**src/rtl/cmd_frame_parser_pkg.sv**
```systemverilog
// -----------------------------------------------------------------------------
// cmd_frame_parser_pkg
// Shared definitions for the command frame parser and the host-side frame
// builder: parser state encoding, the default head byte and a length check.
// No ports (package).
// -----------------------------------------------------------------------------
package cmd_frame_parser_pkg;

    localparam int         BYTE_W    = 8;
    localparam logic [7:0] HEAD_BYTE = 8'h55;

    typedef enum logic [1:0] {
        ST_IDLE = 2'd0,
        ST_TYPE = 2'd1,
        ST_LEN  = 2'd2,
        ST_DATA = 2'd3
    } state_t;

    // A length byte is usable when it names at least one and at most max_len bytes.
    function automatic logic len_ok(input logic [7:0] len, input logic [7:0] max_len);
        return (len != 8'd0) && (len <= max_len);
    endfunction

endpackage

```
**src/rtl/cmd_frame_parser_if.sv**
```systemverilog
// -----------------------------------------------------------------------------
// cmd_frame_parser_if
// Byte stream in / decoded command out bundle of the command frame parser.
//   i_rx_data, i_rx_valid      : byte + one-cycle strobe from the UART receiver
//   o_cmd_type, o_cmd_len      : type and length of the last good frame
//   o_cmd_payload              : payload, byte k at [8k+7:8k], unused bytes zero
//   o_cmd_valid, o_frame_err   : one-cycle completion / abort pulses
// Modports: slave = parser side, master = byte source / command consumer side.
// -----------------------------------------------------------------------------
interface cmd_frame_parser_if
    import cmd_frame_parser_pkg::*;
#(
    parameter int P_MAX_LEN = 8
);
    logic [BYTE_W-1:0]           i_rx_data;
    logic                        i_rx_valid;
    logic [BYTE_W-1:0]           o_cmd_type;
    logic [BYTE_W-1:0]           o_cmd_len;
    logic [BYTE_W*P_MAX_LEN-1:0] o_cmd_payload;
    logic                        o_cmd_valid;
    logic                        o_frame_err;

    modport slave (
        input  i_rx_data, i_rx_valid,
        output o_cmd_type, o_cmd_len, o_cmd_payload, o_cmd_valid, o_frame_err
    );

    modport master (
        output i_rx_data, i_rx_valid,
        input  o_cmd_type, o_cmd_len, o_cmd_payload, o_cmd_valid, o_frame_err
    );
endinterface

```
**src/rtl/cmd_frame_parser_timeout_cnt.sv**
```systemverilog
// -----------------------------------------------------------------------------
// frame_timeout_cnt
// Inter-byte idle counter used while a frame is being received.
//   i_clk, i_rst : clock, synchronous active-high reset
//   i_en         : parser is inside a frame; counter is held at zero otherwise
//   i_clr        : a byte arrived this cycle; restart the count
//   o_expired    : count has reached P_TIMEOUT (combinational, same cycle)
// -----------------------------------------------------------------------------
module frame_timeout_cnt #(
    parameter int P_TIMEOUT = 50_000
) (
    input  logic i_clk,
    input  logic i_rst,
    input  logic i_en,
    input  logic i_clr,
    output logic o_expired
);
    localparam int CW = $clog2(P_TIMEOUT + 1);

    logic [CW-1:0] cnt_q, cnt_d;

    assign o_expired = i_en && (cnt_q == CW'(P_TIMEOUT));

    // Expiry also clears so the count never runs past P_TIMEOUT.
    always_comb begin
        cnt_d = cnt_q + 1'b1;
        if (!i_en || i_clr || o_expired) begin
            cnt_d = '0;
        end
    end

    always_ff @(posedge i_clk) begin
        if (i_rst) begin
            cnt_q <= '0;
        end else begin
            cnt_q <= cnt_d;
        end
    end
endmodule

```
**src/rtl/cmd_frame_parser.sv**
```systemverilog
// -----------------------------------------------------------------------------
// cmd_frame_parser
// Parses HEAD / TYPE / LEN / payload frames from a UART byte stream.
//   i_clk, i_rst : clock, synchronous active-high reset
//   bus (slave)  : i_rx_data/i_rx_valid in; o_cmd_type, o_cmd_len,
//                  o_cmd_payload, o_cmd_valid, o_frame_err out (all registered)
// A frame aborted by a bad length or an inter-byte timeout pulses o_frame_err;
// a complete frame updates the command outputs and pulses o_cmd_valid.
// -----------------------------------------------------------------------------
module cmd_frame_parser
    import cmd_frame_parser_pkg::*;
#(
    parameter logic [7:0] P_HEAD    = HEAD_BYTE,
    parameter int         P_MAX_LEN = 8,
    parameter int         P_TIMEOUT = 50_000
) (
    input  logic              i_clk,
    input  logic              i_rst,
    cmd_frame_parser_if.slave bus
);
    localparam int         PW        = BYTE_W * P_MAX_LEN;
    localparam logic [7:0] MAX_LEN_B = 8'(P_MAX_LEN);

    state_t          state_q, state_d;
    logic [7:0]      type_q, type_d, len_q, len_d, idx_q, idx_d;
    logic [PW-1:0]   stage_q, stage_d;
    logic [7:0]      cmd_type_q, cmd_type_d, cmd_len_q, cmd_len_d;
    logic [PW-1:0]   cmd_payload_q, cmd_payload_d;
    logic            cmd_valid_q, cmd_valid_d, frame_err_q, frame_err_d;
    logic            timeout, last_byte;

    assign last_byte = (idx_q + 8'd1) == len_q;

    frame_timeout_cnt #(
        .P_TIMEOUT (P_TIMEOUT)
    ) u_timeout (
        .i_clk     (i_clk),
        .i_rst     (i_rst),
        .i_en      (state_q != ST_IDLE),
        .i_clr     (bus.i_rx_valid),
        .o_expired (timeout)
    );

    always_ff @(posedge i_clk) begin
        if (i_rst) begin
            state_q <= ST_IDLE;
        end else begin
            state_q <= state_d;
        end
    end

    // Timeout takes priority: a byte arriving in the expiry cycle is dropped.
    // A head byte seen outside IDLE is ordinary data.
    always_comb begin
        state_d = state_q;
        if (timeout) begin
            state_d = ST_IDLE;
        end else if (bus.i_rx_valid) begin
            case (state_q)
                ST_IDLE: if (bus.i_rx_data == P_HEAD) state_d = ST_TYPE;
                ST_TYPE: state_d = ST_LEN;
                ST_LEN:  state_d = len_ok(bus.i_rx_data, MAX_LEN_B) ? ST_DATA : ST_IDLE;
                ST_DATA: if (last_byte) state_d = ST_IDLE;
                default: state_d = ST_IDLE;
            endcase
        end
    end

    always_comb begin
        type_d        = type_q;
        len_d         = len_q;
        idx_d         = idx_q;
        stage_d       = stage_q;
        cmd_type_d    = cmd_type_q;
        cmd_len_d     = cmd_len_q;
        cmd_payload_d = cmd_payload_q;
        cmd_valid_d   = 1'b0;
        frame_err_d   = 1'b0;
        if (timeout) begin
            frame_err_d = 1'b1;
        end else if (bus.i_rx_valid) begin
            case (state_q)
                ST_IDLE: begin
                    // Fresh staging per frame so bytes past a shorter length read zero.
                    if (bus.i_rx_data == P_HEAD) begin
                        stage_d = '0;
                        idx_d   = 8'd0;
                    end
                end
                ST_TYPE: type_d = bus.i_rx_data;
                ST_LEN: begin
                    len_d       = bus.i_rx_data;
                    idx_d       = 8'd0;
                    frame_err_d = !len_ok(bus.i_rx_data, MAX_LEN_B);
                end
                ST_DATA: begin
                    for (int k = 0; k < P_MAX_LEN; k++) begin
                        if (idx_q == 8'(k)) stage_d[k*BYTE_W +: BYTE_W] = bus.i_rx_data;
                    end
                    idx_d = idx_q + 8'd1;
                    if (last_byte) begin
                        cmd_valid_d   = 1'b1;
                        cmd_type_d    = type_q;
                        cmd_len_d     = len_q;
                        cmd_payload_d = stage_d;
                    end
                end
                default: ;
            endcase
        end
    end

    always_ff @(posedge i_clk) begin
        if (i_rst) begin
            type_q        <= '0;
            len_q         <= '0;
            idx_q         <= '0;
            stage_q       <= '0;
            cmd_type_q    <= '0;
            cmd_len_q     <= '0;
            cmd_payload_q <= '0;
            cmd_valid_q   <= 1'b0;
            frame_err_q   <= 1'b0;
        end else begin
            type_q        <= type_d;
            len_q         <= len_d;
            idx_q         <= idx_d;
            stage_q       <= stage_d;
            cmd_type_q    <= cmd_type_d;
            cmd_len_q     <= cmd_len_d;
            cmd_payload_q <= cmd_payload_d;
            cmd_valid_q   <= cmd_valid_d;
            frame_err_q   <= frame_err_d;
        end
    end

    assign bus.o_cmd_type    = cmd_type_q;
    assign bus.o_cmd_len     = cmd_len_q;
    assign bus.o_cmd_payload = cmd_payload_q;
    assign bus.o_cmd_valid   = cmd_valid_q;
    assign bus.o_frame_err   = frame_err_q;
endmodule

```
**src/flat_wrapper.sv**
```systemverilog
// flat-port wrapper written by rule: the top's interface ports become plain ports
module cmd_frame_parser_flat import cmd_frame_parser_pkg::*;
#(
    parameter logic [7:0] P_HEAD    = HEAD_BYTE,
    parameter int         P_MAX_LEN = 8,
    parameter int         P_TIMEOUT = 50_000
)
  (i_clk, i_rst, bus_i_rx_data, bus_i_rx_valid, bus_o_cmd_type, bus_o_cmd_len, bus_o_cmd_payload, bus_o_cmd_valid, bus_o_frame_err);
  cmd_frame_parser_if #(.P_MAX_LEN(P_MAX_LEN)) bus_i ();
  input  logic i_clk;
  input  logic i_rst;
  input wire logic [$bits(bus_i.i_rx_data)-1:0] bus_i_rx_data;
  input wire logic [$bits(bus_i.i_rx_valid)-1:0] bus_i_rx_valid;
  output wire logic [$bits(bus_i.o_cmd_type)-1:0] bus_o_cmd_type;
  output wire logic [$bits(bus_i.o_cmd_len)-1:0] bus_o_cmd_len;
  output wire logic [$bits(bus_i.o_cmd_payload)-1:0] bus_o_cmd_payload;
  output wire logic [$bits(bus_i.o_cmd_valid)-1:0] bus_o_cmd_valid;
  output wire logic [$bits(bus_i.o_frame_err)-1:0] bus_o_frame_err;
  assign bus_i.i_rx_data = bus_i_rx_data;
  assign bus_i.i_rx_valid = bus_i_rx_valid;
  assign bus_o_cmd_type = bus_i.o_cmd_type;
  assign bus_o_cmd_len = bus_i.o_cmd_len;
  assign bus_o_cmd_payload = bus_i.o_cmd_payload;
  assign bus_o_cmd_valid = bus_i.o_cmd_valid;
  assign bus_o_frame_err = bus_i.o_frame_err;
  cmd_frame_parser #(.P_HEAD(P_HEAD), .P_MAX_LEN(P_MAX_LEN), .P_TIMEOUT(P_TIMEOUT)) u_core (.i_clk(i_clk), .i_rst(i_rst), .bus(bus_i));
endmodule
```
**config.mk**
```make
export PLATFORM = sky130hd
export DESIGN_NAME = cmd_frame_parser_flat
export DESIGN_NICKNAME = d
export VERILOG_FILES = /design/src/rtl/cmd_frame_parser_pkg.sv /design/src/rtl/cmd_frame_parser_if.sv /design/src/rtl/cmd_frame_parser_timeout_cnt.sv /design/src/rtl/cmd_frame_parser.sv /design/src/flat_wrapper.sv
export SDC_FILE = /design/constraint.sdc
export NUM_CORES = 1
export LEC_CHECK = 0
export BUFFER_PORTS_ARGS = -buffer_cell sky130_fd_sc_hd__buf_2
export CORE_UTILIZATION = 40
export DETAILED_ROUTE_END_ITERATION = 10
export SYNTH_ARGS = -nofsm -noshare
export SYNTH_HDL_FRONTEND = slang
export SYNTH_HIERARCHICAL = 1
export SYNTH_SLANG_ARGS = --single-unit
```
**constraint.sdc**
```tcl
create_clock -name i_clk -period 2.93 [get_ports i_clk]
set_clock_uncertainty 0.2 [all_clocks]
set_input_delay 0.293 -clock i_clk [delete_from_list [all_inputs] [get_ports i_clk]]
set_output_delay 0.293 -clock i_clk [all_outputs]
set_load 0.03 [all_outputs]
```
Word level (Yosys, flattened, before mapping)
Cells that the tools add are included.
{ "word_totals": {"out_inout_bits": 82, "elab_cells": 73, "regBits": 188, "inputBits": 11} }
{ "classes": {"add_sub_neg": 2, "bitwise": 3, "n_mux": 20, "n_reduce_logical": 21, "n_lt_le_gt_ge": 1, "n_eq_ne": 15} }
{ "op_table": {"columns": ["operator", "count"], "rows": [
  ["64-bit one-hot mux with 2 select lines", 1],
  ["8-bit two-way mux", 9],
  ["64-bit two-way mux", 1],
  ["8-bit by 3-bit == test with 1-bit output, second input constant", 4],
  ["8-bit one-hot mux with 3 select lines", 1],
  ["16-bit by 1-bit adder with 16-bit output, second input constant", 1],
  ["16-bit == test, second input constant", 1],
  ["8-bit by 2-bit == test with 1-bit output, second input constant", 2],
  ["4-bit AND reduction", 3],
  ["3-bit AND reduction", 3],
  ["8-bit by 1-bit adder with 8-bit output, second input constant", 1],
  ["8-bit by 1-bit == test with 1-bit output, second input constant", 1],
  ["8-bit by 7-bit == test with 1-bit output, second input constant", 1],
  ["8-bit == test", 1],
  ["8-bit by 4-bit less-or-equal comparator with 1-bit output, second input constant", 1],
  ["8-bit zero test", 1],
  ["2-bit one-hot mux with 4 select lines", 1],
  ["8-bit nonzero test", 1],
  ["2-bit two-way mux", 3],
  ["2-bit == test, second input constant", 2],
  ["1-bit two-way mux", 4],
  ["2-bit by 1-bit != test with 1-bit output, second input constant", 2],
  ["2-bit nonzero test", 2],
  ["2-bit OR reduction", 2],
  ["other kinds (8)", 13]
]} }

Depth between registers and ports, before layout
Gate-level depths: netlist of run 1.
{ "depth": {"word_depth": 6, "mapped_depth": 12, "depth_no_buf": 10} }

Modules after synthesis
The synthesis of run 1 kept the hierarchy.
{ "by_module_without_submodules": {"columns": ["mod", "n_inst", "area_per_inst_um2", "seq_area_each_um2", "cells_per_inst"], "rows": [
  ["cmd_frame_parser", 1, 7467.2, 3443.3, 856],
  ["frame_timeout_cnt", 1, 803.3, 320.3, 89]
]} }

Worst setup path after synthesis of run 1
No wires, ideal clock.
{ "synth_path": {"path_kind": "reg-to-reg", "startpoint": "register u_core.u_timeout.cnt_q[0]", "endpoint": "register u_core.cmd_payload_q[0], in the netlist u_core/bus.o_cmd_payload[0]", "setup_ps": 91, "path_stages_with_launch": 12, "path_buffers": 2, "path_slack_ps": 453, "arrival_ps": 2186, "period_less_slack_ps": 2477, "required_ps": 2639, "path_cell_list": "dfxtp_1 > inv_1 > ha_1 > and4b_2 > nand4_2 > nor2_1 > nor2b_1 > and2_1 > clkbuf_1 > clkbuf_1 > a21oi_1 > a311oi_1"} }
{ "synth_via": {"elab_chain_cells": 4} }
{ "synth_lines": {"columns": ["element", "line", "rtl"], "rows": [
  ["from (decl)", "cmd_frame_parser_timeout_cnt.sv:20", "logic [CW-1:0] cnt_q, cnt_d;"],
  ["from (signal assigned)", "cmd_frame_parser_timeout_cnt.sv:36", "cnt_q <= cnt_d;"],
  ["16-bit == test", "cmd_frame_parser_timeout_cnt.sv:22", "assign o_expired = i_en && (cnt_q == CW'(P_TIMEOUT));"],
  ["1-bit logical AND", "cmd_frame_parser_timeout_cnt.sv:22", null],
  ["via u_core.timeout", "cmd_frame_parser.sv:30", "logic timeout, last_byte;"],
  ["1-bit NOT (no line)", null, null],
  ["4-bit AND reduction (no line)", null, null],
  ["to (signal assigned)", "cmd_frame_parser.sv:131", "cmd_payload_q <= cmd_payload_d;"],
  ["to (decl)", "cmd_frame_parser.sv:28", "logic [PW-1:0] cmd_payload_q, cmd_payload_d;"]
]} }
The timed path passes the listed nets, and every way through them passes these cells.
A chain may end at the register's enable or synchronous reset.

Worst setup path in the final report of run 1
{ "layout_path": {"startpoint": "register u_core.idx_q[1]", "endpoint": "register u_core.cmd_payload_q[5], in the netlist u_core/bus.o_cmd_payload[5]"} }
{ "layout_via": {"elab_chain_cells": 3, "word_cells_on_any_way": 5, "classes_between": "add/sub (1); eq/ne (1); mux (1); reduce/logical (2)"} }
{ "layout_lines": {"columns": ["element", "line", "rtl"], "rows": [
  ["from (decl)", "cmd_frame_parser.sv:25", "logic [7:0] type_q, type_d, len_q, len_d, idx_q, idx_d;"],
  ["from (signal assigned)", "cmd_frame_parser.sv:127", "idx_q <= idx_d;"],
  ["8-bit by 1-bit adder with 8-bit output", "cmd_frame_parser.sv:32", "assign last_byte = (idx_q + 8'd1) == len_q;"],
  ["8-bit == test", "cmd_frame_parser.sv:32", null],
  ["4-bit AND reduction (no line)", null, null]
]} }
Parallel ways exist; a longest one is shown, timed or not.

==> results.cfg, run 1 <==
[sta]
setup_viol = 0
fin_crit_ns = 2.69
hold_ws_ns = 0.0546
tightest_slew_ns = 0.657
rsz0062_at_grt = no
tns_ns = 0
drv_slew = 0
hold_viol_final = 0
slew_headroom = 0.562
fin_crit_sh = 0.917
fmax_mhz = 372

[logic_synthesis]
synth.area.top_cells = dfxtp_1, a22oi_1, a21oi_1, nor2_1, nand2_1
async_flop_share = 0
synth.largest_area_cell = dfxtp_1
seq_area_frac_synth = 0.455
synth_top_flop_cell = dfxtp_1
ys_ff_latch = 188
syn_inst = 945
synth_top_area_frac = 0.455
syn-mean-instance-area_sq_um = 8.75
ys_types = 55
netlist_area_sq_um = 8270
yosys_warnings = 6
synth_nets = 966
synth_edf_count = 0

[job]
maxCapViolCount = 0

[drt]
routed_wl_mm = 23.5
first_pass_iters = 5
drcViolationCount = 0
wl_per_cell_um = 18.3
via_per_inst = 5.59
dr_total_vias = 7176
drt_iter0_drc = 679
ant_nets = 0

[clock_tree]
cts_inserted_buffers = 17
clock_latency_ns = 0.43
cts_buffer_depth = 2
cts_sinks = 188
htreeDepth = 4
path_clk_slew_ns = 0.07
cts_tree = built
clockRootBuffer = clkbuf_16

[critical_path]
crit_path_top_delay_cell = dfxtp_1
crit_arrival_ns = 2.83
end_kind = register
start_kind = register
slowest_delay_ns = 0.43
critPathKind = register to register
cp.required_ns = 3.07
critPathTopFamily = simple AND/OR/NAND/NOR gates
critPathMaxFanout = 22
path_cells = ha_1, nand3_1, or3_1, a32oi_1, and4_2, buf_4, a21oi_1, a311oi_1
critPathBufInv = 1

[grt]
grt_overflow = 0
first_global_vias = 6679
grt_pass1_wl_mm = 37.2
grt_antenna_before_repair = 0
track_usage = 0.223
grt_max_degree = 98

[layout]
multiInputGateArea_sq_um = 4080
final-seq-area_sq_um = 3760
nFillCells = 2022
drive_gt1_frac = 0.180
area_growth_pct = 16.2
final_net_count = 1022
diodes = 0

[floorplanning]
ioPinCount = 93
initial_core_util = 0.409
num_rows = 52
die_y_um = 146
core_area_sq_um = 20200
die_area_sq_um = 21300
die_x_um = 146

[pwr]
ir_worst_vdd_v = 0.000354
leakage_nw = 3.56
pwr_density_cell_nw_per_um2 = 535

[min_path]
hold_path_class = input port to register

[placement]
place.gp.congestion = 0.926
dp_hpwl_mm = 14.4
port_buffers = 92

[outcome]
status = finished clean
## final cells by class
| cell class | instances | area share |
|---|---|---|
| multi-input combinational | 659 | 0.424 |
| timing repair buffer | 122 | 0.0781 |
| clock inverter | 15 | 0.0215 |
| inverter | 13 | 0.00508 |
| tap | 270 | 0.0351 |
| clock buffer | 17 | 0.0443 |
| sequential | 188 | 0.392 |
## placed cells by master, fill, tap and decap left out, types with 3 or more instances in the layout
| cell type | n |
|---|---|
| nor2_1 | 100 |
| nand3_1 | 29 |
| a311oi_1 | 32 |
| a21o_1 | 13 |
| o21ai_0 | 24 |
| buf_4 | 26 |
| nand2_1 | 90 |
| xnor2_1 | 15 |
| nor4_1 | 4 |
| nand2_2 | 4 |
| xor2_1 | 7 |
| inv_1 | 13 |
| clkbuf_16 | 17 |
| a211oi_1 | 34 |
| nor2_2 | 8 |
| buf_12 | 5 |
| nand4b_1 | 18 |
| dfxtp_1 | 188 |
| and2_1 | 14 |
| nor3_1 | 5 |
| bufinv_16 | 3 |
| ha_1 | 10 |
| a22oi_1 | 64 |
| a21oi_1 | 92 |
| nand2b_1 | 18 |
| nor2b_1 | 4 |
| nand4_1 | 8 |
| mux2i_1 | 32 |
| buf_2 | 91 |
| inv_6 | 4 |
## path summary, 6_finish.rpt
kind | start | depth (start not counted) | slack [ns] | end
min | bus_i_rx_valid | 3 | 0.05 | u_core/bus.o_frame_err
max | u_core/idx_q[1] | 8 | 0.24 | u_core/bus.o_cmd_payload[5]
max reg2reg | u_core/idx_q[1] | 8 | 0.24 | u_core/bus.o_cmd_payload[5]
min reg2reg | u_core/type_q[5] | 2 | 0.26 | u_core/type_q[5]
## registers in the layout, indices dropped and copies added (netlist names)
register,count
u_core/u_timeout/cnt_q,16
u_core/bus.o_cmd_valid,1
u_core/bus.o_cmd_type,8
u_core/stage_q,64
u_core/bus.o_cmd_payload,64
u_core/len_q,8
u_core/type_q,8
u_core/bus.o_frame_err,1
u_core/bus.o_cmd_len,8
u_core/idx_q,8
u_core/state_q,2
## cells by family (layout without fill, tap and decap cells)
| logic type | after synthesis | in the layout | share of synthesized area |
|---|---|---|---|
| AO/OA/AOI/OAI | 270 | 270 | 0.216 |
| AND/OR/NAND/NOR | 325 | 325 | 0.199 |
| XOR/XNOR | 22 | 22 | 0.0233 |
| flip-flops | 188 | 188 | 0.455 |
| adder cells (fa/ha/maj) | 10 | 10 | 0.0151 |
| multiplexers | 32 | 32 | 0.0387 |
| buffers and inverters | 98 | 167 | 0.0528 |
## metal layers
| metal | wire length, um | track usage | share of wire |
|---|---|---|---|
| met5 | 0 | 0 | 0 |
| met3 | 1210 | 0.0351 | 0.051 |
| met2 | 10600 | 0.338 | 0.45 |
| met1 | 11400 | 0.324 | 0.49 |
| met4 | 286 | 0.0679 | 0.012 |
## cell usage after synthesis (2+ instances only)
cell         n
nor2b_1      4
dfxtp_1    188
nor2_1     100
o21ai_0     24
and2_1      16
and4_1       2
nor3_1       5
nand4_1      8
nor4_1       5
clkbuf_1    55
nand3_1     29
nand4b_1    18
nand2b_1    18
nand3b_1     2
xnor2_1     15
inv_1       13
a21o_1      13
nand2_2      4
nor2_2       8
clkbuf_2     2
a211oi_1    34
or4_1        2
o211ai_1     2
nand2_1     90
xor2_1       7
ha_1        10
buf_2       17
o2111ai_1    2
mux2i_1     32
buf_4       10
a22oi_1     64
a21oi_1     92
a311oi_1    32
## where the power goes
part / total (W) / internal (W) / switching, W
registers: 0.00255 / 0.00255 / 0.000000249
clock network: 0.00246 / 0.00138 / 0.00108
logic: 0.000125 / 0.0000309 / 0.0000944
total: 0.00514 / 0.00396 / 0.00118
## worst reg2reg max path, cell delays in order (launching register included)
cell and delay, ns:
dfxtp_1 0.43, ha_1 0.29, nand3_1 0.12, or3_1 0.38, a32oi_1 0.20, and4_2 0.30
buf_4 0.30, a21oi_1 0.11, a311oi_1 0.26
## timing repair
item                       CTS  global route
buffers inserted             0             0
hold buffers                 0             0
resized for setup            0             1
setup endpoints to repair    0             5
## metrics by stage
stage	util	power, W	cell area, sq um	cells	setup WS (ns)
2_1_floorplan	-	0.00268	8270	945	0.453
3_3_place_gp	0.444	0.00274	8970	1252	0.272
3_5_place_dp	0.444	0.00274	8970	1252	0.232
4_1_cts	0.475	0.00518	9610	1284	0.217
5_1_grt	0.475	0.00530	9610	1284	0.00843
6_report	0.475	0.00514	9610	1284	0.243
No activity file was read; power rests on OpenSTA's default activity.
==> inputs of run 2 (changes only) <==
--- a/config.mk
+++ b/config.mk
@@ -8,2 +8,3 @@
 export BUFFER_PORTS_ARGS = -buffer_cell sky130_fd_sc_hd__buf_2
+export CORE_MARGIN = 3
 export CORE_UTILIZATION = 40
==> constraint.sdc (replaced) <==
create_clock -name i_clk -period 2.93 [get_ports i_clk]
set_clock_uncertainty 0.2 [all_clocks]
set_input_delay 0 -clock i_clk [delete_from_list [all_inputs] [get_ports i_clk]]
set_output_delay 0 -clock i_clk [all_outputs]
set_load 0.03 [all_outputs]
==> run 2 against run 1 <==
Compared with the run above:
- clock power fell by 7%
- die area is 5.6% higher
- clock-buffer cell count is 2 higher
- highest routed layer unchanged
- total power shrank 3.3%
- global-route usage is 1.0 points lower
- worst setup slack lost 0.023 ns
- routed wire length rose by 1.7%
- non-clock buffer count rose by 8
- combinational power increased by 6%
- worst hold slack improved by 0.20 ns
==> results.cfg, run 2 (synthesized netlist as in run 1, its figures left out) <==
[floorplanning]
die_area_sq_um = 22400
die_x_um = 150
num_rows = 51
initial_core_util = 0.415
core_area_sq_um = 19900
ioPinCount = 93
die_y_um = 150

[critical_path]
r2r_end = u_core/bus.o_cmd_payload[20]
crit_path_top_delay_cell = dfxtp_1
regToRegSetupSlack_ns = 0.22
critPathMaxFanout = 44
startpoint = u_core/idx_q[1]
r2r_cells = 9
start_kind = register
cp.required_ns = 3.04
critPathKind = register to register
path_cells = inv_1, ha_1, xnor2_1, o21ai_0, nor4_1, and4_2, and2_2, buf_12, a311oi_1
crit_path_end = u_core/bus.o_cmd_payload[20]
crit_arrival_ns = 2.82
critPathBufInv = 2
end_kind = register
r2r-start = u_core/idx_q[1]
slowest_delay_ns = 0.43
worstSetupPathDepth = 9
critPathTopFamily = simple AND/OR/NAND/NOR gates

[sta]
slew_headroom = 0.523
drv_slew = 0
fin_crit_sh = 0.925
hold_ws_ns = 0.258
hold_viol_final = 0
tightest_slew_ns = 0.715
fin_ws_ns = 0.220
fmax_mhz = 369
tns_ns = 0
setup_viol = 0
fin_crit_ns = 2.71
rsz0062_at_grt = no

[pwr]
pwr_density_cell_nw_per_um2 = 516
leakage_nw = 3.56
ir_worst_vdd_v = 0.000292

[placement]
port_buffers = 92
place.gp.congestion = 0.891
place_ws_ns = 0.205
dp_hpwl_mm = 14.6

[outcome]
status = finished clean

[layout]
diodes = 0
drive_gt1_frac = 0.176
area_growth_pct = 16.4
final_net_count = 1030
layout_commonest_cell = dfxtp_1
layout_common_cells = dfxtp_1, nor2_1, a21oi_1, buf_2, nand2_1
nFillCells = 1956

[min_path]
hold_path_class = register to register

[clock_tree]
cts_buffer_depth = 2
cts_tree = built
clock_latency_ns = 0.44
postCtsSetupBuffers = 0
cts_inserted_buffers = 17
htreeDepth = 4
cts_sinks = 188
path_clk_slew_ns = 0.07
clockRootBuffer = clkbuf_16

[drt]
wl_per_cell_um = 18.6
first_pass_iters = 5
drt_iter0_drc = 621
dr_total_vias = 7263
ant_nets = 0
routed_wl_mm = 23.9
via_per_inst = 5.64
drcViolationCount = 0

[job]
maxCapViolCount = 0

[grt]
track_usage = 0.213
grt_max_degree = 99
grt_overflow = 0
grt_pass1_wl_mm = 37.4
first_global_vias = 6665
grt_antenna_before_repair = 0
-- run 2: changes by cell type in the layout (fill, tap and decap cells not counted), sizes merged --
cell / delta
clkinv: -2
clkinvlp: +3
buf: -2
inv: -1
bufinv: -2
dlygate4sd3: +10
clkbuf: +2
-- run 2: repair_timing --
| action | in CTS | in global routing |
|---|---|---|
| setup endpoints to repair | 0 | 23 |
| hold buffers | 10 | 0 |
| resized for setup | 0 | 3 |
| endpoints found under the hold margin | 101 | 0 |
-- run 2: worst min path at each step --
stage | depth (start not counted) | from | slack [ns] | endpoint
final | 2 | u_core/type_q[5] | 0.26 | u_core/type_q[5]
after global routing | 2 | u_core/type_q[1] | 0.29 | u_core/type_q[1]
after CTS | 2 | u_core/type_q[5] | 0.26 | u_core/type_q[5]
after detailed placement | 3 | bus_i_rx_valid | 0.21 | u_core/bus.o_frame_err
after global placement | 3 | bus_i_rx_valid | 0.21 | u_core/bus.o_frame_err
after floorplan | 2 | bus_i_rx_valid | -0.04 | u_core/bus.o_frame_err
-- run 2: layer usage --
metal / share of wire / vias to the layer above / wire length (um) / GRT usage
li1: - / 3527 / - / -
met1: 0.47 / 3472 / 11200 / 0.309
met2: 0.45 / 237 / 10700 / 0.321
met3: 0.068 / 27 / 1630 / 0.0436
met4: 0.015 / 0 / 347 / 0.0622
met5: 0 / - / 0 / 0
-- run 2: worst min-delay path: stages, from the launching register on --
cell and delay (ns):
dfxtp_1 0.31, nand2_1 0.05, a21oi_1 0.05
-- run 2: area by class of cell --
class	instances	area, sq um	share of cell area
Tap cell	265	332	0.0344
Clock buffer	19	443	0.0460
Sequential cell	188	3760	0.391
Timing Repair Buffer	130	831	0.0863
Inverter	13	48.8	0.00507
Multi-Input combinational cell	659	4080	0.423
Clock inverter	13	133	0.0138
-- run 2: per-stage QoR --
| stage | utilization | cell area (sq um) | total power [W] | instances |
|---|---|---|---|---|
| final | 0.484 | 9630 | 0.00497 | 1287 |
| after floorplan | - | 8270 | 0.00268 | 945 |
| after CTS | 0.483 | 9620 | 0.00500 | 1287 |
| after global routing | 0.484 | 9630 | 0.00511 | 1287 |
| after detailed placement | 0.449 | 8940 | 0.00273 | 1245 |
| after global placement | 0.449 | 8940 | 0.00273 | 1245 |
-- run 2: where the power goes --
part | internal, W | total [W] | switching, W
logic | 0.0000380 | 0.000133 | 0.0000954
clock network | 0.00121 | 0.00228 | 0.00107
registers | 0.00255 | 0.00255 | 0.000000240
total | 0.00381 | 0.00497 | 0.00117
